==> src/rtl/pea_result_reader.sv <==
// ---------------------------------------------------------------------------
// pea_result_reader
//
// Consumer end of the PEA output path. The result FIFO and the status FIFO
// are written together by the PEA, so they are drained in lockstep: one
// READ cycle pops both, the next cycle captures both read words, and the
// {result, status} pair is then held on a valid/ready port until the host
// takes it. Accepted pairs and pairs carrying a nonzero status are counted.
// A monitor watches the two FIFO populations and raises a sticky flag when
// they disagree for too long, which also freezes further draining.
//
// Ports
//   clk               clock
//   rst               synchronous active-high reset
//   drain_en          permits new FIFO reads (an in-flight pair completes)
//   result_pop        result FIFO population
//   status_pop        status FIFO population
//   fifo_result_data  result FIFO read data, valid the cycle after the pop
//   fifo_status_data  status FIFO read data, valid the cycle after the pop
//   rd_en_result      result FIFO pop strobe
//   rd_en_status      status FIFO pop strobe
//   out_valid         a pair is held on out_result / out_status
//   out_ready         host accepts the pair
//   out_result        delivered result word
//   out_status        delivered status word
//   out_error         delivered status is nonzero (qualified by out_valid)
//   pair_count        pairs accepted by the host, wraps at 0xFFFF
//   err_count         accepted pairs with nonzero status, saturates at 0xFFFF
//   desync_err        sticky FIFO population mismatch flag
//   busy              reader is not idle
// ---------------------------------------------------------------------------
module pea_result_reader #(
   parameter int WIDTH           = 32,
   parameter int BUFFER_SIZE_OUT = 32,
   parameter int POP_W           = $clog2(BUFFER_SIZE_OUT),
   parameter int DESYNC_LIMIT    = 8
) (
   input  logic             clk,
   input  logic             rst,
   input  logic             drain_en,
   input  logic [POP_W-1:0] result_pop,
   input  logic [POP_W-1:0] status_pop,
   input  logic [WIDTH-1:0] fifo_result_data,
   input  logic [WIDTH-1:0] fifo_status_data,
   output logic             rd_en_result,
   output logic             rd_en_status,
   output logic             out_valid,
   input  logic             out_ready,
   output logic [WIDTH-1:0] out_result,
   output logic [WIDTH-1:0] out_status,
   output logic             out_error,
   output logic [15:0]      pair_count,
   output logic [15:0]      err_count,
   output logic             desync_err,
   output logic             busy
);

   localparam int               MIS_W     = $clog2(DESYNC_LIMIT + 1);
   localparam logic [MIS_W-1:0] MIS_LIMIT = MIS_W'(DESYNC_LIMIT);

   typedef enum logic [1:0] {
      S_IDLE    = 2'd0,
      S_READ    = 2'd1,
      S_CAPTURE = 2'd2,
      S_HOLD    = 2'd3
   } state_t;

   state_t           r_state;
   state_t           w_state_next;

   logic [WIDTH-1:0] r_out_result;
   logic [WIDTH-1:0] r_out_status;
   logic [15:0]      r_pair_count;
   logic [15:0]      r_err_count;
   logic [MIS_W-1:0] r_mis_cnt;
   logic [MIS_W-1:0] w_mis_next;
   logic             r_desync_err;

   logic             w_pops_ready;
   logic             w_pop_mismatch;
   logic             w_accept;
   logic             w_status_err;

   // Both FIFOs must hold data before a read starts; one nonempty FIFO alone
   // never triggers a pop.
   assign w_pops_ready   = (result_pop != '0) && (status_pop != '0);
   assign w_pop_mismatch = (result_pop != status_pop);
   assign w_accept       = (r_state == S_HOLD) && out_ready;
   assign w_status_err   = (r_out_status != '0);

   // ------------------------------------------------------------------------
   // State register
   // ------------------------------------------------------------------------
   always_ff @(posedge clk) begin
      // NOTE: sequential state uses non-blocking assignments so every
      // register in the design samples pre-edge values.
      if (rst) begin
         r_state <= S_IDLE;
      end else begin
         r_state <= w_state_next;
      end
   end

   // ------------------------------------------------------------------------
   // Next-state logic
   // ------------------------------------------------------------------------
   always_comb begin
      // NOTE: default first so every path assigns w_state_next and no latch
      // is inferred.
      w_state_next = r_state;
      case (r_state)
         S_IDLE: begin
            // A raised desync flag freezes draining until reset.
            if (drain_en && w_pops_ready && !r_desync_err) begin
               w_state_next = S_READ;
            end
         end
         S_READ:    w_state_next = S_CAPTURE;
         S_CAPTURE: w_state_next = S_HOLD;
         S_HOLD: begin
            // drain_en is deliberately ignored here: a captured pair is
            // always offered until the host takes it.
            if (out_ready) begin
               w_state_next = S_IDLE;
            end
         end
         default:   w_state_next = S_IDLE;
      endcase
   end

   // ------------------------------------------------------------------------
   // Output logic
   // ------------------------------------------------------------------------
   always_comb begin
      rd_en_result = 1'b0;
      rd_en_status = 1'b0;
      out_valid    = 1'b0;
      busy         = (r_state != S_IDLE);
      // A reset arriving during READ must not pop the FIFOs on that cycle.
      if ((r_state == S_READ) && !rst) begin
         rd_en_result = 1'b1;
         rd_en_status = 1'b1;
      end
      if (r_state == S_HOLD) begin
         out_valid = 1'b1;
      end
      out_error = out_valid && w_status_err;
   end

   assign out_result = r_out_result;
   assign out_status = r_out_status;
   assign pair_count = r_pair_count;
   assign err_count  = r_err_count;
   assign desync_err = r_desync_err;

   // ------------------------------------------------------------------------
   // Pair capture and delivery counters
   // ------------------------------------------------------------------------
   always_ff @(posedge clk) begin
      if (rst) begin
         r_out_result <= '0;
         r_out_status <= '0;
         r_pair_count <= '0;
         r_err_count  <= '0;
      end else begin
         // FIFO read data is valid the cycle after the pop, i.e. in CAPTURE.
         if (r_state == S_CAPTURE) begin
            r_out_result <= fifo_result_data;
            r_out_status <= fifo_status_data;
         end
         if (w_accept) begin
            // pair_count wraps naturally; err_count holds at all-ones.
            r_pair_count <= r_pair_count + 16'd1;
            if (w_status_err && (r_err_count != 16'hFFFF)) begin
               r_err_count <= r_err_count + 16'd1;
            end
         end
      end
   end

   // ------------------------------------------------------------------------
   // Desync monitor: consecutive cycles of unequal populations
   // ------------------------------------------------------------------------
   always_comb begin
      w_mis_next = '0;
      if (w_pop_mismatch) begin
         w_mis_next = (r_mis_cnt == MIS_LIMIT) ? r_mis_cnt : r_mis_cnt + 1'b1;
      end
   end

   always_ff @(posedge clk) begin
      if (rst) begin
         r_mis_cnt    <= '0;
         r_desync_err <= 1'b0;
      end else begin
         r_mis_cnt <= w_mis_next;
         // The flag rises on the same edge the count reaches the limit and
         // then stays set until reset.
         if (w_mis_next == MIS_LIMIT) begin
            r_desync_err <= 1'b1;
         end
      end
   end

endmodule

==> config.mk <==
export PLATFORM = sky130hd
export DESIGN_NAME = pea_result_reader
export DESIGN_NICKNAME = d
export VERILOG_FILES = /design/src/rtl/pea_result_reader.sv
export SDC_FILE = /design/constraint.sdc
export NUM_CORES = 1
export LEC_CHECK = 0
export CELL_PAD_IN_SITES_DETAIL_PLACEMENT = 1
export CELL_PAD_IN_SITES_GLOBAL_PLACEMENT = 2
export CORE_UTILIZATION = 25
export CTS_CLUSTER_DIAMETER = 100
export DETAILED_ROUTE_END_ITERATION = 8
export DONT_BUFFER_PORTS = 1
export GPL_TIMING_DRIVEN = 0
export PLACE_DENSITY = 0.69
export SLEW_MARGIN = 20
export SYNTH_ARGS = -nofsm -noshare
export SYNTH_HDL_FRONTEND = slang
export SYNTH_SLANG_ARGS = --single-unit
==> constraint.sdc <==
create_clock -name clk -period 5.3 [get_ports clk]
set_input_delay 1.06 -clock clk [delete_from_list [all_inputs] [get_ports clk]]
set_output_delay 1.06 -clock clk [all_outputs]
set_load 0.1 [all_outputs]
# After elaboration in Yosys (flattened, before gate mapping)
# Index checks and enable logic that the tools add are counted.
# totals
ff_bits	103
# classes
addsub	3
eq_ne	9
muxes	7
reduce_logical	16
# op_table
op	count
adder 16 x 1 -> 16 bit (second input constant)	2
nonzero test 32 bit	1
!= test 16 bit (second input constant)	1
nonzero test 5 bit	2
equality test 4 bit (second input constant)	2
two-way mux 4 bit	2
one-hot mux 2 bit (4 select lines)	1
logical AND 1 bit	7
!= test 5 bit	1
adder 4 x 1 -> 4 bit (second input constant)	1
equality test 2 bit (second input constant)	2
two-way mux 2 bit	2
!= test 2 bit (second input constant)	2
AND reduction 2 bit	2
equality test 2 x 1 -> 1 bit (second input constant)	1
zero test 1 bit	2
zero test 2 bit	1
two-way mux 1 bit	2
nonzero test 2 bit	1

# Longest topological paths before layout
# Gate-level depths: netlist (run 1).
# logic_depth
ltp_word	6
mapped_depth	8
ltp_nobuf	7

# Least setup slack after synthesis (run 1)
# No wires, ideal clock.
# synth_timing
path_kind	in2out
startpoint	input port rst
endpoint	output port rd_en_status
t_arrival_ps	3308
required_time_ps	4240
setup_slack_ps	932
cell_stages	4
n_path_buf	3
cell_sequence	clkbuf_1 -> buf_1 -> nor2b_1 -> buf_4
# synth_via
elab_chain_len	3
# synth_lines
item	line_no	source
start: declaration	39	input logic rst,
zero test 1 bit	140	if ((r_state == S_READ) && !rst) begin
logical AND 1 bit	140	
two-way mux 1 bit	-	
end: declaration	46	output logic rd_en_status,
# No other way between the ends.

# Worst setup path after layout (run 1)
# layout_timing
startpoint	register r_out_status[14], in the netlist out_status[14]
endpoint	output port out_error
# layout_via
elab_chain_len	2
# layout_lines
item	line_no	source
start: declaration	72	logic [WIDTH-1:0] r_out_status;
start signal: assignment	169	r_out_status <= fifo_status_data;
nonzero test 32 bit	89	assign w_status_err = (r_out_status != '0);
logical AND 1 bit	147	out_error = out_valid && w_status_err;
end: declaration	51	output logic out_error,
# No other way between the ends.

==> flow_summary.json, run 1 <==
{
  "synth-edff-count": 0,
  "crit_arrival_ns": 2.74,
  "wl_per_cell_um": 18.67,
  "place_congestion": 0.7663,
  "clk_latency_ns": 0.35,
  "dpl.hpwl_um": 9950,
  "fin_crit_ns": 3.799,
  "cts_max_level": 3,
  "cpMaxStageDelayCell": "dfxtp_1",
  "p_leak_nw": 1.688,
  "synth-main-ff-cell": "dfxtp_1",
  "power_switching_w": 0.001299,
  "viasPerCell": 4.949,
  "grt_pass1_wl_um": 20240,
  "synth_area_leaders": "dfxtp_1 48%, mux2i_1 15%, nor2_1 7.3%",
  "crit_type": "flip-flop to output port",
  "r2r_start": "out_status[15]",
  "drtIter0Drc": 92,
  "firstDrtPassIters": 4,
  "start_util": 0.2585,
  "core.rowCount": 47,
  "portBuffers": 0,
  "grt_overflow": 0,
  "critPathLaunchType": "flip-flop",
  "cp-end-kind": "output port",
  "setup_tns_ns": 0,
  "ctsHoldBuffers": 0,
  "pin_count": 180,
  "cts.clk_slew.worst_paths_ns": 0.08,
  "ys_ff_latch": 103,
  "diodes": 0,
  "yosys_warnings": 0,
  "path_max_fanout": 3,
  "drc_errors": 0,
  "required_ns": 4.24,
  "clock-sinks": 103,
  "worstRegToRegCells": 7,
  "final_common_cell": "dfxtp_1",
  "hold_viol": 0,
  "vdd_ir_drop_max_uv": 250.3,
  "area_growth_pct": 14.61,
  "die_area_mm2": 0.01786,
  "avgSynthCellArea_um2": 9.544,
  "synth.distinct_cells": 44,
  "design.core.area_mm2": 0.01676,
  "fmax_mhz": 263.3,
  "drive_gt1_frac": 0.07839,
  "gr-usage-all-layers": 0.1478,
  "worstMarginPinSlew_ns": 1.143,
  "die_y_um": 133.7,
  "final-setup-viol-count": 0,
  "r2r_slack_ns": 2.32,
  "fin_util": 0.2963,
  "synth_top_area_cell": "dfxtp_1",
  "hold_depth": 2,
  "rsz0062_at_grt": "false",
  "cts_tree": "done",
  "relSlewSlack": 0.2372,
  "finalPower_w": 0.002727,
  "hp-start": "r_state[0]",
  "synth_area_mm2": 0.004333,
  "cts_buffer_depth": 2,
  "synth.net_count": 541,
  "cts_setup_buffers": 0,
  "outcome": "finished clean",
  "report.final.slew_viol_count": 0,
  "cap_viol_max_count": 0,
  "placed_area_mm2": 0.004642,
  "clock_skew_ns": 0.009410,
  "grt_antenna_before_repair": 0,
  "post-route-cell-area_mm2": 0.004966,
  "fin_nets": 554,
  "numCtsBuffers": 9,
  "synth_top_area_frac": 0.4759,
  "wirelength_um": 12920,
  "power_frac_clock": 0.264,
  "ctsResizeCount": 0,
  "final_cell_mix": "102 x dfxtp_1, 84 x nor2_1, 65 x mux2i_1",
  "combPwrFrac": 0.181,
  "crit_path_max_incr_delay_ns": 1.02,
  "crit_path_start": "out_status[14]",
  "grt_max_degree": 21,
  "p_int_w": 0.001428,
  "seqPwrFrac": 0.554,
  "clockRootBuffer": "clkbuf_16",
  "vias": 3425,
  "worstPathCellList": "nor4_1 > nand4_1 > o21a_1",
  "hold_class": "flip-flop to flip-flop",
  "die_w_um": 133.7,
  "synthCells": 454,
  "grt_pass1_vias": 3686,
  "yosysSeqAreaShare": 0.4759,
  "hold_slack_ns": 0.5761,
  "async_reset_ff_frac": 0,
  "powerDensity_mw_per_mm2": 549.2,
  "p_sw_frac": 0.4763,
  "ant_nets": 0,
  "period_share": 0.7167
}
-- state kept, by name, summed over array words and instances (netlist names) --
register,count
desync_err,1
out_result,32
r_state,2
r_mis_cnt,4
out_status,32
err_count,16
pair_count,16
-- layer usage --
| metal | part of all wire | up-vias | global-route usage |
|---|---|---|---|
| li1 | - | 1626 | - |
| met1 | 0.41 | 1648 | 0.1622 |
| met2 | 0.48 | 142 | 0.2509 |
| met3 | 0.10 | 9 | 0.07230 |
| met4 | 0.0098 | 0 | 0.04293 |
| met5 | 0 | - | 0 |
-- per-stage QoR --
stage	setup slack (ns)	cells
2_1_floorplan	0.9320	454
3_5_place_dp	1.482	676
4_1_cts	1.458	692
5_1_grt	1.357	692
3_3_place_gp	0.4853	674
6_report	1.501	692
-- path summary, 6_finish.rpt --
path             endpoint
max             out_error
max reg2reg  err_count[8]
min            r_state[0]
min reg2reg    r_state[0]
-- Yosys cell counts (5+ instances only) --
cell type / n
o31ai_1: 11
o21ai_1: 5
dfxtp_1: 103
nand3_1: 12
nor4_1: 11
nand2_1: 13
buf_2: 10
xnor2_1: 9
or4_1: 12
nand4_1: 10
ha_1: 9
a21oi_1: 19
xor2_1: 9
clkbuf_1: 10
or3_1: 7
inv_1: 8
mux2i_1: 65
o21ai_0: 6
nor2_1: 84
-- critical path, delay by kind of cell (launching register included) --
kind	cells	cell delay, ns
AND/OR/NAND/NOR	2	0.52
flip-flops	1	1.02
AO/OA/AOI/OAI	1	0.83
-- logic make-up (layout without fill, tap and decap cells) --
family / after synthesis / after routing / synth area share
buf+inv: 34 / 52 / 0.03494
xor+xnor: 18 / 18 / 0.03639
flops: 103 / 103 / 0.4759
fa+ha+maj: 9 / 9 / 0.02599
mux: 67 / 67 / 0.1554
compound gates: 50 / 50 / 0.07133
simple gates: 173 / 173 / 0.2001
-- layout make-up --
type / instances / area, um2
plain buffers: 26 / 121.4
clock buffers: 9 / 225.2
clock inverters: 7 / 97.59
fillers: 1935 / 11790
inverters: 8 / 30.03
multi-input cells: 317 / 2122
flip-flops and latches: 103 / 2063
well taps: 220 / 275.3
repair buffers: 2 / 31.28
-- power by group through the flow --
stage / Clock, W / Combinational [W] / Sequential, W
2_1_floorplan: 0 / 0.000393 / 0.00150
3_3_place_gp: 0 / 0.000478 / 0.00153
3_5_place_dp: 0 / 0.000506 / 0.00153
4_1_cts: 0.000749 / 0.000507 / 0.00151
5_1_grt: 0.000780 / 0.000547 / 0.00153
6_report: 0.000721 / 0.000495 / 0.00151
No activity file was read; power rests on OpenSTA's default activity.
==> run 2: changes to the inputs <==
--- a/config.mk
+++ b/config.mk
@@ -12,7 +12,7 @@
 export DETAILED_ROUTE_END_ITERATION = 8
 export DONT_BUFFER_PORTS = 1
 export GPL_TIMING_DRIVEN = 0
-export PLACE_DENSITY = 0.69
+export PLACE_DENSITY = 0.71
 export SLEW_MARGIN = 20
 export SYNTH_ARGS = -nofsm -noshare
 export SYNTH_HDL_FRONTEND = slang
==> constraint.sdc (replaced) <==
create_clock -name clk -period 3.1 [get_ports clk]
set_input_delay 0.62 -clock clk [delete_from_list [all_inputs] [get_ports clk]]
set_output_delay 0.62 -clock clk [all_outputs]
set_load 0.1 [all_outputs]
==> flow_summary.json, run 2 (synthesis results as in run 1) <==
{
  "cap_viol_max_count": 0,
  "gr-usage-met1": 0.1565,
  "report.final.slew_viol_count": 0,
  "die_y_um": 133.7,
  "cts_setup_buffers": 0,
  "portBuffers": 0,
  "p_leak_nw": 1.662,
  "cts_max_level": 3,
  "nFillCells": 1949,
  "viasPerCell": 4.883,
  "grt_max_degree": 20,
  "fin_crit_ns": 2.912,
  "die_area_mm2": 0.01786,
  "outcome": "finished clean",
  "hold_slack_ns": 0.4208,
  "crit_type": "flip-flop to output port",
  "cp-end-kind": "output port",
  "hold_class": "input pin to flip-flop",
  "place_congestion": 0.7645,
  "start_util": 0.2585,
  "grt-busiest-layer": "met2",
  "gr-usage-met3": 0.06317,
  "core.rowCount": 47,
  "ant_nets": 0,
  "grt_pass1_wl_um": 19250,
  "use_met2": 0.2350,
  "drc_errors": 0,
  "required_ns": 2.48,
  "fmax_mhz": 343.4,
  "drtIter0Drc": 79,
  "cts_buffer_depth": 2,
  "cts_tree": "done",
  "finalPower_w": 0.004553,
  "rsz0062_at_grt": "false",
  "clockRootBuffer": "clkbuf_16",
  "vdd_ir_drop_max_uv": 398.8,
  "final-setup-viol-count": 0,
  "pin_count": 180,
  "hold_viol": 0,
  "ctsHoldBuffers": 0,
  "diodes": 0,
  "numCtsBuffers": 9,
  "grt_pass1_vias": 3530,
  "dpl.hpwl_um": 9532,
  "clock_skew_ns": 0.008089,
  "fin_nets": 552,
  "final_cell_mix": "101 x dfxtp_1, 84 x nor2_1, 65 x mux2i_1",
  "gr-usage-all-layers": 0.1398,
  "drive_gt1_frac": 0.08298,
  "ctsResizeCount": 5,
  "wl_per_cell_um": 17.98,
  "firstDrtPassIters": 4,
  "powerDensity_mw_per_mm2": 925.0,
  "relSlewSlack": 0.2297,
  "path_max_fanout": 3,
  "design.core.area_mm2": 0.01676,
  "clk_latency_ns": 0.35,
  "wirelength_um": 12400,
  "cts.clk_slew.worst_paths_ns": 0.08,
  "final_common_cell": "dfxtp_1",
  "critPathLaunchType": "flip-flop",
  "vias": 3369,
  "area_growth_pct": 13.60,
  "die_w_um": 133.7,
  "clock-sinks": 103,
  "crit_arrival_ns": 2.29,
  "grt_antenna_before_repair": 0,
  "worstMarginPinSlew_ns": 1.154,
  "period_share": 0.9393,
  "grt_overflow": 0
}
[run 2: final timing paths]
check / cells after the start / slack, ns / startpoint / to
max: 3 / 0.19 / out_status[7] / out_error
min: 2 / 0.42 / fifo_result_data[6] / out_result[6]
max reg2reg: 7 / 0.38 / out_status[29] / err_count[11]
min reg2reg: 2 / 0.57 / r_state[0] / r_state[0]
[run 2: stage by stage]
stage | worst slack, ns | instances | cell area [um2] | util | TNS [ns]
after detailed placement | -0.2303 | 674 | 4611 | 0.2751 | -0.2918
after global placement | -0.2045 | 674 | 4611 | 0.2751 | -0.2222
after floorplan | 0.2036 | 454 | 4335 | - | 0
after global routing | 0.08295 | 690 | 4922 | 0.2937 | 0
final | 0.1881 | 690 | 4922 | 0.2937 | 0
after CTS | 0.1251 | 690 | 4922 | 0.2937 | 0
[run 2: layout make-up]
cell class,count,area (um2),share of cell area
clock inverter,6,61.31,0.01246
sequential,103,2064,0.4194
buffer,26,121.4,0.02466
tap,220,275.3,0.05592
multi-input combinational,317,2131,0.4329
clock buffer,10,239.0,0.04855
inverter,8,30.03,0.006101
[run 2: metal layers]
layer,share of wire,up-vias
met5,0,-
met4,0.015,0
met3,0.095,14
met2,0.48,136
met1,0.41,1594
li1,-,1625
[run 2: report_power, final]
group / switching (W) / internal (W)
combinational: 0.000512 / 0.000304
sequential: 0.00111 / 0.00147
clock: 0.000565 / 0.000590
total: 0.00219 / 0.00237
[run 2: worst max-delay path, cell delays in order, from the launching register on]
cell     delay [ns]
dfxtp_1        1.01
nor4_1         0.18
nand4_1        0.22
o21a_2         0.54
